[src/rtl/motor_ctrl_pkg.sv]
// Shared types and constants for the motor speed scheduler and its ramp channels.
package motor_ctrl_pkg;

  localparam int DUTY_W = 4;

  localparam logic DIR_FWD = 1'b1;
  localparam logic DIR_REV = 1'b0;

  typedef enum logic [1:0] {
    FOLLOW,
    MANEUVER,
    HOLD,
    STOP
  } sched_state_t;

endpackage

[src/rtl/duty_ramp_channel.sv]
// One PWM channel: slews duty toward a target and only flips direction at zero duty.
module duty_ramp_channel
  import motor_ctrl_pkg::*;
#(
  parameter int RAMP_STEP = 1
) (
  input  logic              clk_3125KHz,
  input  logic              rst,
  input  logic              tick,
  input  logic              estop,
  input  logic [DUTY_W-1:0] target_duty,
  input  logic              target_dir,
  output logic [DUTY_W-1:0] duty,
  output logic              dir,
  output logic              settled
);

  localparam logic [DUTY_W-1:0] STEP = DUTY_W'(RAMP_STEP);

  logic [DUTY_W-1:0] duty_next;
  logic              dir_next;

  always_comb begin
    duty_next = duty;
    dir_next  = dir;
    if (dir != target_dir) begin
      if (duty > STEP)
        duty_next = duty - STEP;
      else if (duty != '0)
        duty_next = '0;
      else
        dir_next = target_dir;
    end else if (duty < target_duty) begin
      if ((target_duty - duty) > STEP)
        duty_next = duty + STEP;
      else
        duty_next = target_duty;
    end else if (duty > target_duty) begin
      if ((duty - target_duty) > STEP)
        duty_next = duty - STEP;
      else
        duty_next = target_duty;
    end
  end

  // Reports the state the channel will be in after this tick's update.
  assign settled = (dir_next == target_dir) && (duty_next == target_duty);

  always_ff @(posedge clk_3125KHz) begin
    if (rst) begin
      duty <= '0;
      dir  <= DIR_FWD;
    end else if (estop) begin
      duty <= '0;
    end else if (tick) begin
      duty <= duty_next;
      dir  <= dir_next;
    end
  end

endmodule

[src/rtl/motor_speed_scheduler.sv]
// Arbitrates line-follower targets against timed maneuvers and drives both ramped PWM channels.
module motor_speed_scheduler
  import motor_ctrl_pkg::*;
#(
  parameter int RAMP_DIV  = 3125,
  parameter int RAMP_STEP = 1,
  parameter int HOLD_W    = 8
) (
  input  logic              clk_3125KHz,
  input  logic              rst,
  input  logic              estop,
  input  logic              lf_valid,
  input  logic [DUTY_W-1:0] lf_duty_left,
  input  logic [DUTY_W-1:0] lf_duty_right,
  input  logic              cmd_valid,
  output logic              cmd_ready,
  input  logic [DUTY_W-1:0] cmd_duty_left,
  input  logic [DUTY_W-1:0] cmd_duty_right,
  input  logic              cmd_dir_left,
  input  logic              cmd_dir_right,
  input  logic [HOLD_W-1:0] cmd_hold,
  output logic              cmd_done,
  output logic              cmd_abort,
  output logic [DUTY_W-1:0] duty_left,
  output logic [DUTY_W-1:0] duty_right,
  output logic              dir_left,
  output logic              dir_right,
  output logic              busy
);

  localparam int PRE_W = (RAMP_DIV > 1) ? $clog2(RAMP_DIV) : 1;
  localparam logic [PRE_W-1:0] PRE_LAST = PRE_W'(RAMP_DIV - 1);

  sched_state_t      state;
  logic [PRE_W-1:0]  prescaler;
  logic              tick;
  logic [HOLD_W-1:0] hold_cnt;
  logic [DUTY_W-1:0] lf_left_q, lf_right_q;
  logic [DUTY_W-1:0] cmd_left_q, cmd_right_q;
  logic              cmd_dir_left_q, cmd_dir_right_q;
  logic [HOLD_W-1:0] cmd_hold_q;
  logic [DUTY_W-1:0] tgt_duty_left, tgt_duty_right;
  logic              tgt_dir_left, tgt_dir_right;
  logic              settled_left, settled_right;
  logic              accept;

  assign tick      = (prescaler == PRE_LAST);
  assign cmd_ready = (state == FOLLOW) && !estop;
  assign accept    = cmd_valid && cmd_ready;
  assign busy      = (state != FOLLOW);

  always_ff @(posedge clk_3125KHz) begin
    if (rst || tick)
      prescaler <= '0;
    else
      prescaler <= prescaler + 1'b1;
  end

  // A maneuver owns the channels until its hold expires; every other state follows the line.
  always_comb begin
    tgt_duty_left  = lf_left_q;
    tgt_duty_right = lf_right_q;
    tgt_dir_left   = DIR_FWD;
    tgt_dir_right  = DIR_FWD;
    if (state == MANEUVER || state == HOLD) begin
      tgt_duty_left  = cmd_left_q;
      tgt_duty_right = cmd_right_q;
      tgt_dir_left   = cmd_dir_left_q;
      tgt_dir_right  = cmd_dir_right_q;
    end
  end

  always_ff @(posedge clk_3125KHz) begin
    if (rst) begin
      state           <= FOLLOW;
      hold_cnt        <= '0;
      lf_left_q       <= '0;
      lf_right_q      <= '0;
      cmd_left_q      <= '0;
      cmd_right_q     <= '0;
      cmd_dir_left_q  <= DIR_FWD;
      cmd_dir_right_q <= DIR_FWD;
      cmd_hold_q      <= '0;
      cmd_done        <= 1'b0;
      cmd_abort       <= 1'b0;
    end else begin
      cmd_done  <= 1'b0;
      cmd_abort <= 1'b0;
      if (lf_valid) begin
        lf_left_q  <= lf_duty_left;
        lf_right_q <= lf_duty_right;
      end
      // Emergency stop pre-empts everything, including a hold that would expire this tick.
      if (estop) begin
        state     <= STOP;
        cmd_abort <= (state == MANEUVER) || (state == HOLD);
      end else begin
        case (state)
          FOLLOW: begin
            if (accept) begin
              cmd_left_q      <= cmd_duty_left;
              cmd_right_q     <= cmd_duty_right;
              cmd_dir_left_q  <= cmd_dir_left;
              cmd_dir_right_q <= cmd_dir_right;
              cmd_hold_q      <= cmd_hold;
              state           <= MANEUVER;
            end
          end
          MANEUVER: begin
            if (tick && settled_left && settled_right) begin
              hold_cnt <= cmd_hold_q;
              state    <= HOLD;
            end
          end
          HOLD: begin
            if (tick) begin
              if (hold_cnt == '0) begin
                cmd_done <= 1'b1;
                state    <= FOLLOW;
              end else begin
                hold_cnt <= hold_cnt - 1'b1;
              end
            end
          end
          STOP:    state <= FOLLOW;
          default: state <= FOLLOW;
        endcase
      end
    end
  end

  duty_ramp_channel #(.RAMP_STEP(RAMP_STEP)) u_left (
    .clk_3125KHz (clk_3125KHz),
    .rst         (rst),
    .tick        (tick),
    .estop       (estop),
    .target_duty (tgt_duty_left),
    .target_dir  (tgt_dir_left),
    .duty        (duty_left),
    .dir         (dir_left),
    .settled     (settled_left)
  );

  duty_ramp_channel #(.RAMP_STEP(RAMP_STEP)) u_right (
    .clk_3125KHz (clk_3125KHz),
    .rst         (rst),
    .tick        (tick),
    .estop       (estop),
    .target_duty (tgt_duty_right),
    .target_dir  (tgt_dir_right),
    .duty        (duty_right),
    .dir         (dir_right),
    .settled     (settled_right)
  );

endmodule

[config.mk]
export PLATFORM = sky130hd
export DESIGN_NAME = motor_speed_scheduler
export DESIGN_NICKNAME = d
export VERILOG_FILES = /design/src/rtl/motor_ctrl_pkg.sv /design/src/rtl/duty_ramp_channel.sv /design/src/rtl/motor_speed_scheduler.sv
export SDC_FILE = /design/constraint.sdc
export NUM_CORES = 1
export LEC_CHECK = 0
export CAP_MARGIN = 40
export CELL_PAD_IN_SITES_DETAIL_PLACEMENT = 0
export CELL_PAD_IN_SITES_GLOBAL_PLACEMENT = 1
export CORE_MARGIN = 2
export CORE_UTILIZATION = 43
export CTS_CLUSTER_DIAMETER = 60
export CTS_CLUSTER_SIZE = 20
export DETAILED_ROUTE_END_ITERATION = 16
export GPL_ROUTABILITY_DRIVEN = 0
export PLACE_DENSITY = 0.85
export SKIP_LAST_GASP = 1
export SYNTH_ARGS = -nofsm -noshare
export SYNTH_HDL_FRONTEND = slang
export SYNTH_SLANG_ARGS = --single-unit
[constraint.sdc]
create_clock -name clk_3125KHz -period 5.9 [get_ports clk_3125KHz]
set_input_delay 0.59 -clock clk_3125KHz [delete_from_list [all_inputs] [get_ports clk_3125KHz]]
set_output_delay 0.59 -clock clk_3125KHz [all_outputs]
set_load 0.01 [all_outputs]
==> results of run 1 <==
## through the flow
stage	worst slack, ns	util (%)	power, µW	instances
2_1_floorplan	1.454	-	747.3	562
3_3_place_gp	0.9997	49.64	840.9	715
3_5_place_dp	0.7691	49.72	848.3	716
4_1_cts	0.7569	52.10	1283	731
5_1_grt	0.4335	52.10	1353	731
6_report	0.7112	52.10	1278	731
## area by class of cell
type                            count  area (µm²)
Clock inverter                      3       68.82
Tap cell                          133       166.4
Inverter                           41       153.9
Clock buffer                       12       165.2
Fill cell                         997        4703
Sequential cell                    60        1201
Multi-Input combinational cell    435        2898
Timing Repair Buffer               47       462.9
## cells in the mapped netlist, types with 11 or more instances
cell type  number
clkbuf_1       21
mux2i_1        17
ha_1           28
a21oi_1        50
nand2_1        71
xnor2_1        11
nor2_1         49
inv_1          40
and3_1         11
xor2_1         11
o21ai_0        16
nor3_1         20
nand3_1        22
dfxtp_1        60
## per-layer routing
metal  vias to the layer above  track usage (%)
met4                         0            7.524
met1                      1927            27.66
li1                       2064                -
met5                         -                0
met3                        26            2.682
met2                       142            35.39
## worst min-delay path, stage by stage, from the launching register on
cell and delay [ns]:
dfxtp_1 0.31, nand2_1 0.05, a21oi_1 0.05
## worst paths after layout
kind / startpoint / slack, ns / endpoint
max: state[1] / 0.71 / hold_cnt[0]
min: cmd_hold_q[5] / 0.45 / cmd_hold_q[5]
max reg2reg: state[1] / 0.71 / hold_cnt[0]
min reg2reg: cmd_hold_q[5] / 0.45 / cmd_hold_q[5]
## logic make-up (layout without fill, tap and decap cells)
kind of cell / Yosys count / after routing / synth area share, %
AND/OR/NAND/NOR: 219 / 219 / 24.11
XOR/XNOR: 23 / 23 / 4.786
AO/OA/AOI/OAI: 134 / 134 / 20.87
adder cells (fa/ha/maj): 32 / 32 / 9.860
multiplexers: 27 / 27 / 6.621
flip-flops: 60 / 60 / 27.52
buffers and inverters: 67 / 103 / 6.248
## state kept, by name (all words and copies together) (netlist names)
register / count
cmd_abort: 1
cmd_dir_left_q: 1
cmd_dir_right_q: 1
cmd_done: 1
cmd_hold_q: 8
cmd_left_q: 4
cmd_right_q: 4
hold_cnt: 8
lf_left_q: 4
lf_right_q: 4
prescaler: 12
state: 2
u_left.dir: 1
u_left.duty: 4
u_right.dir: 1
u_right.duty: 4
## power by group
part | leakage, µW | switching, µW | total (µW) | internal [µW]
Sequential | 0.000488 | 10.0 | 430 | 420
Clock | 0.000119 | 159 | 430 | 271
Combinational | 0.00146 | 250 | 418 | 169
==> summary.txt, run 1 <==
Run status
  – Status: complete, no violations

Synth
  – Ys flop type: dfxtp_1
  – Synth area leader: dfxtp_1
  – Sequential-to-total area share from yosys stat: 27.52%
  – Post-synthesis cell type count: 66
  – EDFF count, synth: 0
  – Async set-reset flop share out of synthesis: 0%
  – Top post-synthesis cells by area: dfxtp_1 (28%), ha_1 (8.0%), nand2_1 (6.1%)
  – Avg Cell Area, Syn: 7.768 µm²
  – Synth Net Count: 625
  – Synth warnings: 0
  – Post-synthesis cell area: 0.004365 mm²
  – Post-synthesis register bit count: 60
  – Post-synthesis cell count: 562
  – Synth top area share: 27.52%

Layout
  – Ant. Diodes: 0
  – Commonest non-fill, non-tap cells in the layout: nand2_1 (71), dfxtp_1 (60), a21oi_1 (50), nor2_1 (49), clkdlybuf4s50_1 (44)
  – Post-route cell area: 0.005116 mm²
  – Area Growth Syn to Fin: 17.20%
  – Commonest non-fill, non-tap cell in the layout: nand2_1
  – Layout cell share with drive strength beyond 1: 6.187%
  – Net count, final: 657

Setup path
  – Worst Reg2Reg Path Length in Cells: 16
  – Crit path launch type: flip-flop
  – CP Capture Type: flip-flop
  – Critical Path, Cell by Cell: inv_1 > ha_1 > mux2i_1 > ha_1 > inv_1 > fa_1 > xor2_2 > a2111oi_4 > a21oi_2 > mux2i_1 > or4_1 > mux2i_1 > nor4_2 > a21oi_2 > or3_1 > a21oi_1
  – CP peak stage delay: 0.58 ns
  – Critical path's slowest cell: or4_1
  – Critical path required time: 6.18 ns
  – Top delay family on crit path: simple AND/OR/NAND/NOR gates
  – Worst EP arrival: 5.47 ns
  – Crit path max fanout: 13
  – Most frequent CP cell: mux2i_1
  – Levels on crit path: 16
  – Worst Path Class, Setup: reg -> reg
  – Critical path buffers and inverters: 2

Drt
  – Metal1 wirelength: 5218 µm
  – Vias/cell: 5.689
  – DR WL met2: 5283 µm
  – Iter 0 DRT Violations: 419
  – DR pass1 iterations: 5
  – Detail Route met3 WL: 498 µm
  – Max layer used: met4
  – Drt total wl: 11250 µm
  – DR vias: 4159
  – WL/cell: 15.40 µm
  – # DRC: 0
  – Final ANT Viol Nets: 0

GRT
  – Global-route wire length before repair: 19110 µm
  – Total track usage: 21.06%
  – Total grt overflow: 0
  – Largest net degree at the start of global routing: 37
  – Initial antenna violation count: 0
  – Vias in the first global route: 4020

Placed design
  – Placed cell area: 0.004882 mm²
  – Port Buffers: 44
  – Detailed placer's ending HPWL: 8362 µm

STA
  – Clock Skew: 0.01123 ns
  – Setup TNS: 0 ns
  – RSZ-0062 raised after global routing: false
  – Period utilization: 87.95%
  – Minimum clock period: 5.189 ns
  – Final setup fails: 0
  – Worst Tran Pin Value: 0.7249 ns
  – Final Hold Viols: 0
  – Slew headroom: 51.26%
  – Hold Slack: 0.4530 ns
  – Final Max Slew Viols: 0
  – Max Clk Rate: 192.7 MHz

Die
  – Initial core utilization: 44.46%
  – Core area: 0.009819 mm²
  – Std-Cell Rows: 36
  – # IOs: 45
  – Die Y: 104.8 µm
  – Die area: 0.01097 mm²
  – Die Wd: 104.8 µm

Min path
  – HP Class: reg -> reg
  – Worst Hold Depth: 2

Clocking
  – Cts repair resizes: 0
  – Clock root buffer master: clkbuf_8
  – Clock Path Buffers: 2
  – Latest clock arrival within the worst-skew pair: 0.34 ns
  – Clock slew at reported path FFs: 0.07 ns
  – Clock Sinks: 60
  – H-tree Lvls: 3
  – CTS tree: built
  – Post-CTS Setup Bufs: 0
  – Post-CTS Hold Buffers: 0
  – CTS Buf Count: 9

Pwr
  – Leak Pwr: 0.002067 µW
  – Peak supply drop: 141.7 µV
  – Power per cell area: 249.9 mW/mm²

Flow run
  – Max Cap Viol: 0
(Power assumes the default switching activity.)
==> run 2: changes to the inputs <==
- CORE_MARGIN: 2 -> 3
==> summary.txt, run 2 (synthesis gave the netlist of run 1 again) <==
Run status
  – Status: complete, no violations (unchanged)

GRT
  – Vias in the first global route: 4216 (was 4020)
  – Total grt overflow: 0 (unchanged)
  – Initial antenna violation count: 0 (unchanged)
  – Global-route wire length before repair: 19620 µm (was 19110 µm)
  – Largest net degree at the start of global routing: 37 (unchanged)
  – Total track usage: 21.00% (was 21.06%)

Drt
  – Iter 0 DRT Violations: 331 (was 419)
  – Vias/cell: 5.769 (was 5.689)
  – DR vias: 4223 (was 4159)
  – Final ANT Viol Nets: 0 (unchanged)
  – Drt total wl: 11530 µm (was 11250 µm)
  – WL/cell: 15.76 µm (was 15.40 µm)
  – DR pass1 iterations: 5 (unchanged)
  – # DRC: 0 (unchanged)

STA
  – RSZ-0062 raised after global routing: false (unchanged)
  – Clock Skew: 0.01637 ns (was 0.01123 ns)
  – Minimum clock period: 5.201 ns (was 5.189 ns)
  – Slew headroom: 50.69% (was 51.26%)
  – Final setup fails: 0 (unchanged)
  – Setup TNS: 0 ns (unchanged)
  – Final Hold Viols: 0 (unchanged)
  – Final Max Slew Viols: 0 (unchanged)
  – Worst Tran Pin Value: 0.7334 ns (was 0.7249 ns)
  – Period utilization: 88.16% (was 87.95%)
  – Max Clk Rate: 192.3 MHz (was 192.7 MHz)

Min path
  – Hold Path Origin: cmd_left_q[1] (was cmd_hold_q[5])
  – HP Class: reg -> reg (unchanged)
  – Hold endpoint: cmd_left_q[1] (was cmd_hold_q[5])
  – Worst Hold Depth: 2 (unchanged)

Layout
  – Non-filler cells, final: 732 (was 731)
  – Max FFs per register: 12 (unchanged)
  – Layout cell share with drive strength beyond 1: 6.177% (was 6.187%)
  – Net count, final: 657 (unchanged)
  – Reg with most FFs: prescaler (unchanged)
  – Area Growth Syn to Fin: 16.22% (was 17.20%)
  – Commonest non-fill, non-tap cells in the layout: nand2_1 (71), dfxtp_1 (60), a21oi_1 (50), nor2_1 (49), clkdlybuf4s50_1 (44) (unchanged)
  – Ant. Diodes: 0 (unchanged)
  – Commonest non-fill, non-tap cell in the layout: nand2_1 (unchanged)
  – Biggest regs: prescaler x12, cmd_hold_q x8, hold_cnt x8 (unchanged)
  – Filler Cells Inserted: 1005 (was 997)
  – Sequential cell area: 0.001201 mm² (unchanged)
  – Multi-input logic area: 0.002898 mm² (unchanged)

Clocking
  – Clock Sinks: 60 (unchanged)
  – Cts repair resizes: 0 (unchanged)
  – CTS Buf Count: 9 (unchanged)
  – H-tree Lvls: 3 (unchanged)
  – Clock slew at reported path FFs: 0.07 ns (about the same)
  – Clock root buffer master: clkbuf_8 (unchanged)
  – Latest clock arrival within the worst-skew pair: 0.34 ns (about the same)
  – Clock Path Buffers: 2 (unchanged)
  – CTS tree: built (unchanged)
  – Post-CTS Hold Buffers: 0 (unchanged)
  – Post-CTS Setup Bufs: 0 (unchanged)

Setup path
  – Worst EP arrival: 5.48 ns (was 5.47 ns)
  – R2r endpoint: hold_cnt[0] (unchanged)
  – Critical path's slowest cell: or4_1 (unchanged)
  – Critical Path, Cell by Cell: inv_1 > ha_1 > mux2i_1 > ha_1 > inv_1 > fa_1 > xor2_2 > a2111oi_4 > a21oi_2 > mux2i_1 > or4_1 > mux2i_1 > nor4_2 > a21oi_2 > or3_1 > a21oi_1 (unchanged)
  – Worst Path Class, Setup: reg -> reg (unchanged)
  – CP peak stage delay: 0.59 ns (was 0.58 ns)
  – Critical path buffers and inverters: 2 (unchanged)
  – Top delay family on crit path: simple AND/OR/NAND/NOR gates (unchanged)
  – R2r startpoint: state[0] (was state[1])
  – Critical path required time: 6.17 ns (was 6.18 ns)
  – Crit path max fanout: 13 (unchanged)
  – Crit path launch type: flip-flop (unchanged)
  – Most frequent CP cell: mux2i_1 (unchanged)
  – CP Capture Type: flip-flop (unchanged)
  – R2r setup slk: 0.70 ns (was 0.71 ns)
  – Worst Reg2Reg Path Length in Cells: 16 (unchanged)

Placed design
  – Placed cells: 716 (unchanged)
  – Port Buffers: 44 (unchanged)
  – Detailed placer's ending HPWL: 8679 µm (was 8362 µm)

Flow run
  – Max Cap Viol: 0 (unchanged)

Die
  – Initial core utilization: 44.46% (unchanged)
  – Die area: 0.01140 mm² (was 0.01097 mm²)
  – Die Y: 106.8 µm (was 104.8 µm)
  – Core area: 0.009819 mm² (unchanged)
  – Die Wd: 106.8 µm (was 104.8 µm)
  – Std-Cell Rows: 36 (unchanged)
  – # IOs: 45 (unchanged)

Pwr
  – Peak supply drop: 170.8 µV (was 141.7 µV)
  – Power per cell area: 239.6 mW/mm² (was 249.9 mW/mm²)
  – Leak Pwr: 0.002041 µW (was 0.002067 µW)
## run 2: worst min-delay path, cell delays in order, from the launching register on
cell and delay [ns]:
dfxtp_1 0.31, nand2_1 0.05, a21oi_1 0.05
## run 2: area by class of cell
type	instances	share of cell area [%]
Timing Repair Buffer	47	9.125
Clock inverter	6	1.258
Inverter	41	3.033
Multi-Input combinational cell	435	57.11
Tap cell	133	3.280
Sequential cell	60	23.67
Clock buffer	10	2.515
## run 2: worst max path at each step
stage | from | endpoint | cells past startpoint
after detailed placement | state[0] | hold_cnt[0] | 16
after global routing | state[0] | hold_cnt[0] | 16
after global placement | state[0] | hold_cnt[0] | 16
final | state[0] | hold_cnt[0] | 16
after floorplan | state[0] | hold_cnt[7] | 17
after CTS | state[0] | hold_cnt[0] | 16
## run 2: report_power, final
part           total [µW]  internal [µW]  leakage, µW  switching (µW)
clock network         365            195    0.0000927             170
logic                 420            169      0.00146             251
registers             430            420     0.000488            10.3
## run 2: routing by layer
layer	track usage, %	share of wire [%]	up-vias
li1	-	-	2061
met1	26.91	46	1990
met2	35.52	48	148
met3	3.672	4.7	24
met4	7.397	1.9	0
met5	0	0	-
## run 2: metrics by stage
stage	worst slack, ns	util [%]	total power, µW	cell area [µm²]	hold slack [ns]
2_1_floorplan	1.454	-	747.3	4365	0.4300
4_1_cts	0.7436	51.67	1218	5074	0.4544
3_3_place_gp	0.9918	49.64	841.2	4875	0.4394
6_report	0.6988	51.67	1215	5074	0.4518
5_1_grt	0.4160	51.67	1286	5074	0.4716
3_5_place_dp	0.7324	49.72	850.9	4882	0.4449
==> run 3: changes to the inputs <==
- CORE_ASPECT_RATIO: not set -> 1.25
- clock period: 5.9 -> 5.8 ns (I/O delays scaled with it)
==> summary.txt, run 3 (synthesis gave the netlist of run 1 again) <==
Run status
  – Status: complete, no violations (unchanged)

Clocking
  – H-tree Lvls: 3 (unchanged)
  – Clock root buffer master: clkbuf_16 (was clkbuf_8)
  – CTS tree: built (unchanged)
  – Clock Path Buffers: 2 (unchanged)
  – Clock Sinks: 60 (unchanged)
  – Clock slew at reported path FFs: 0.05 ns (was 0.07 ns)
  – Cts repair resizes: 0 (unchanged)
  – Post-CTS Setup Bufs: 0 (unchanged)
  – Post-CTS Hold Buffers: 0 (unchanged)
  – CTS Buf Count: 9 (unchanged)
  – Latest clock arrival within the worst-skew pair: 0.33 ns (was 0.34 ns)

Die
  – Std-Cell Rows: 40 (was 36)
  – Die Y: 118.7 µm (was 106.8 µm)
  – Die Wd: 96.12 µm (was 106.8 µm)
  – Initial core utilization: 44.73% (was 44.46%)
  – Die area: 0.01140 mm² (about the same)
  – # IOs: 45 (unchanged)
  – Core area: 0.009759 mm² (was 0.009819 mm²)

Pwr
  – Peak supply drop: 181.1 µV (was 170.8 µV)
  – Switching power share of the total: 31.05% (was 35.52%)
  – Power per cell area: 275.9 mW/mm² (was 239.6 mW/mm²)
  – Pwr Total: 1435 µW (was 1215 µW)
  – Logic pwr share: 29.8% (was 34.6%)
  – Internal power: 989.1 µW (was 783.7 µW)
  – Sequential power share: 30.6% (was 35.4%)
  – Psw: 445.5 µW (was 431.7 µW)
  – Leak Pwr: 0.002106 µW (was 0.002041 µW)
  – Clk pwr share: 39.6% (was 30.0%)

Setup path
  – CP peak stage delay: 0.58 ns (was 0.59 ns)
  – Critical path's slowest cell: or4_1 (unchanged)
  – Critical path buffers and inverters: 2 (unchanged)
  – Worst EP arrival: 5.43 ns (was 5.48 ns)
  – Worst setup path endpoint: hold_cnt[0] (unchanged)
  – R2r endpoint: hold_cnt[0] (unchanged)
  – Critical Path, Cell by Cell: inv_1 > ha_1 > mux2i_1 > ha_1 > inv_1 > fa_1 > xor2_2 > a2111oi_4 > a21oi_2 > mux2i_1 > or4_1 > mux2i_1 > nor4_2 > a21oi_2 > or3_1 > a21oi_1 (unchanged)
  – Most frequent CP cell: mux2i_1 (unchanged)
  – CP Capture Type: flip-flop (unchanged)
  – Top delay family on crit path: simple AND/OR/NAND/NOR gates (unchanged)
  – Crit path launch type: flip-flop (unchanged)
  – Worst Reg2Reg Path Length in Cells: 16 (unchanged)
  – Critical path required time: 6.05 ns (was 6.17 ns)
  – CP Launch Point: state[0] (unchanged)
  – R2r startpoint: state[0] (unchanged)
  – Levels on crit path: 16 (unchanged)
  – R2r setup slk: 0.63 ns (was 0.70 ns)
  – Crit path max fanout: 13 (unchanged)
  – Worst Path Class, Setup: reg -> reg (unchanged)

Drt
  – # DRC: 0 (unchanged)
  – DR vias: 4230 (was 4223)
  – Drt total wl: 11800 µm (was 11530 µm)
  – DR pass1 iterations: 5 (unchanged)
  – Iter 0 DRT Violations: 354 (was 331)
  – WL/cell: 16.25 µm (was 15.76 µm)
  – Vias/cell: 5.826 (was 5.769)
  – Final ANT Viol Nets: 0 (unchanged)

Layout
  – Sequential cell area: 0.001201 mm² (unchanged)
  – Commonest non-fill, non-tap cell in the layout: nand2_1 (unchanged)
  – Area Growth Syn to Fin: 19.12% (was 16.22%)
  – Commonest non-fill, non-tap cells in the layout: nand2_1 (71), dfxtp_1 (60), a21oi_1 (50), nor2_1 (49), clkdlybuf4s50_1 (44) (unchanged)
  – Biggest regs: prescaler x12, cmd_hold_q x8, hold_cnt x8 (unchanged)
  – Reg with most FFs: prescaler (unchanged)
  – Ant. Diodes: 0 (unchanged)
  – Multi-input logic area: 0.002898 mm² (unchanged)
  – Layout cell share with drive strength beyond 1: 6.167% (was 6.177%)
  – Net count, final: 658 (was 657)
  – Post-route cell area: 0.005200 mm² (was 0.005074 mm²)
  – Max FFs per register: 12 (unchanged)
  – Filler Cells Inserted: 931 (was 1005)

STA
  – Worst Tran Pin Value: 0.5993 ns (was 0.7334 ns)
  – RSZ-0062 raised after global routing: false (unchanged)
  – Minimum clock period: 5.175 ns (was 5.201 ns)
  – Slew headroom: 59.54% (was 50.69%)
  – Period utilization: 89.22% (was 88.16%)
  – Final setup fails: 0 (unchanged)
  – Final Max Slew Viols: 0 (unchanged)
  – Final Hold Viols: 0 (unchanged)
  – Clock Skew: 0.003637 ns (was 0.01637 ns)
  – Max Clk Rate: 193.2 MHz (was 192.3 MHz)
  – Setup TNS: 0 ns (unchanged)

Placed design
  – Placed cell area: 0.004881 mm² (was 0.004882 mm²)
  – Detailed placer's ending HPWL: 8864 µm (was 8679 µm)
  – Port Buffers: 44 (unchanged)

GRT
  – Total track usage: 21.66% (was 21.00%)
  – Largest net degree at the start of global routing: 37 (unchanged)
  – Total grt overflow: 0 (unchanged)
  – Global-route wire length before repair: 19740 µm (was 19620 µm)
  – Vias in the first global route: 4172 (was 4216)
  – Initial antenna violation count: 0 (unchanged)

Min path
  – HP Class: reg -> reg (unchanged)

Flow run
  – Max Cap Viol: 0 (unchanged)
run 3: how the worst min path moves through the flow:
| stage | start | cells after the start | end |
|---|---|---|---|
| after floorplan | prescaler[0] | 1 | prescaler[0] |
| after global placement | prescaler[0] | 1 | prescaler[0] |
| after detailed placement | prescaler[0] | 1 | prescaler[0] |
| after CTS | cmd_hold_q[5] | 2 | cmd_hold_q[5] |
| after global routing | cmd_hold_q[1] | 2 | cmd_hold_q[1] |
| final | cmd_hold_q[5] | 2 | cmd_hold_q[5] |
run 3: stage by stage:
step | cells | worst slack (ns) | hold WS [ns] | util (%)
3_3_place_gp | 710 | 0.8284 | 0.4444 | 50.01
6_report | 726 | 0.6253 | 0.4606 | 53.28
5_1_grt | 726 | 0.3480 | 0.4912 | 53.28
3_5_place_dp | 710 | 0.6230 | 0.4502 | 50.01
4_1_cts | 726 | 0.6111 | 0.4621 | 53.28
2_1_floorplan | 562 | 1.354 | 0.4300 | -
run 3: area by class of cell:
cell class                      count  area share, %
Sequential cell                    60          23.10
Tap cell                          126          3.032
Clock inverter                      4          1.396
Timing Repair Buffer               48          9.047
Clock buffer                       12          4.740
Multi-Input combinational cell    435          55.73
Inverter                           41          2.960
run 3: power by group through the flow:
| stage | sequential, µW | combinational [µW] | clock [µW] |
|---|---|---|---|
| finish | 439 | 427 | 568 |
| global route | 441 | 469 | 598 |
| CTS | 439 | 420 | 580 |
| detailed placement | 448 | 418 | 0 |
| global placement | 447 | 413 | 0 |
| floorplan | 444 | 316 | 0 |
run 3: worst min-delay path: stages (launching register included):
cell and delay (ns):
dfxtp_1 0.31, nand2_1 0.05, a21oi_1 0.05
run 3: per-layer routing:
layer	global-route usage [%]	wire, µm	up-vias
met5	0	0	-
met4	8.096	272	0
met3	4.965	575	25
met2	36.93	6096	134
met1	25.79	4855	1996
li1	-	-	2075
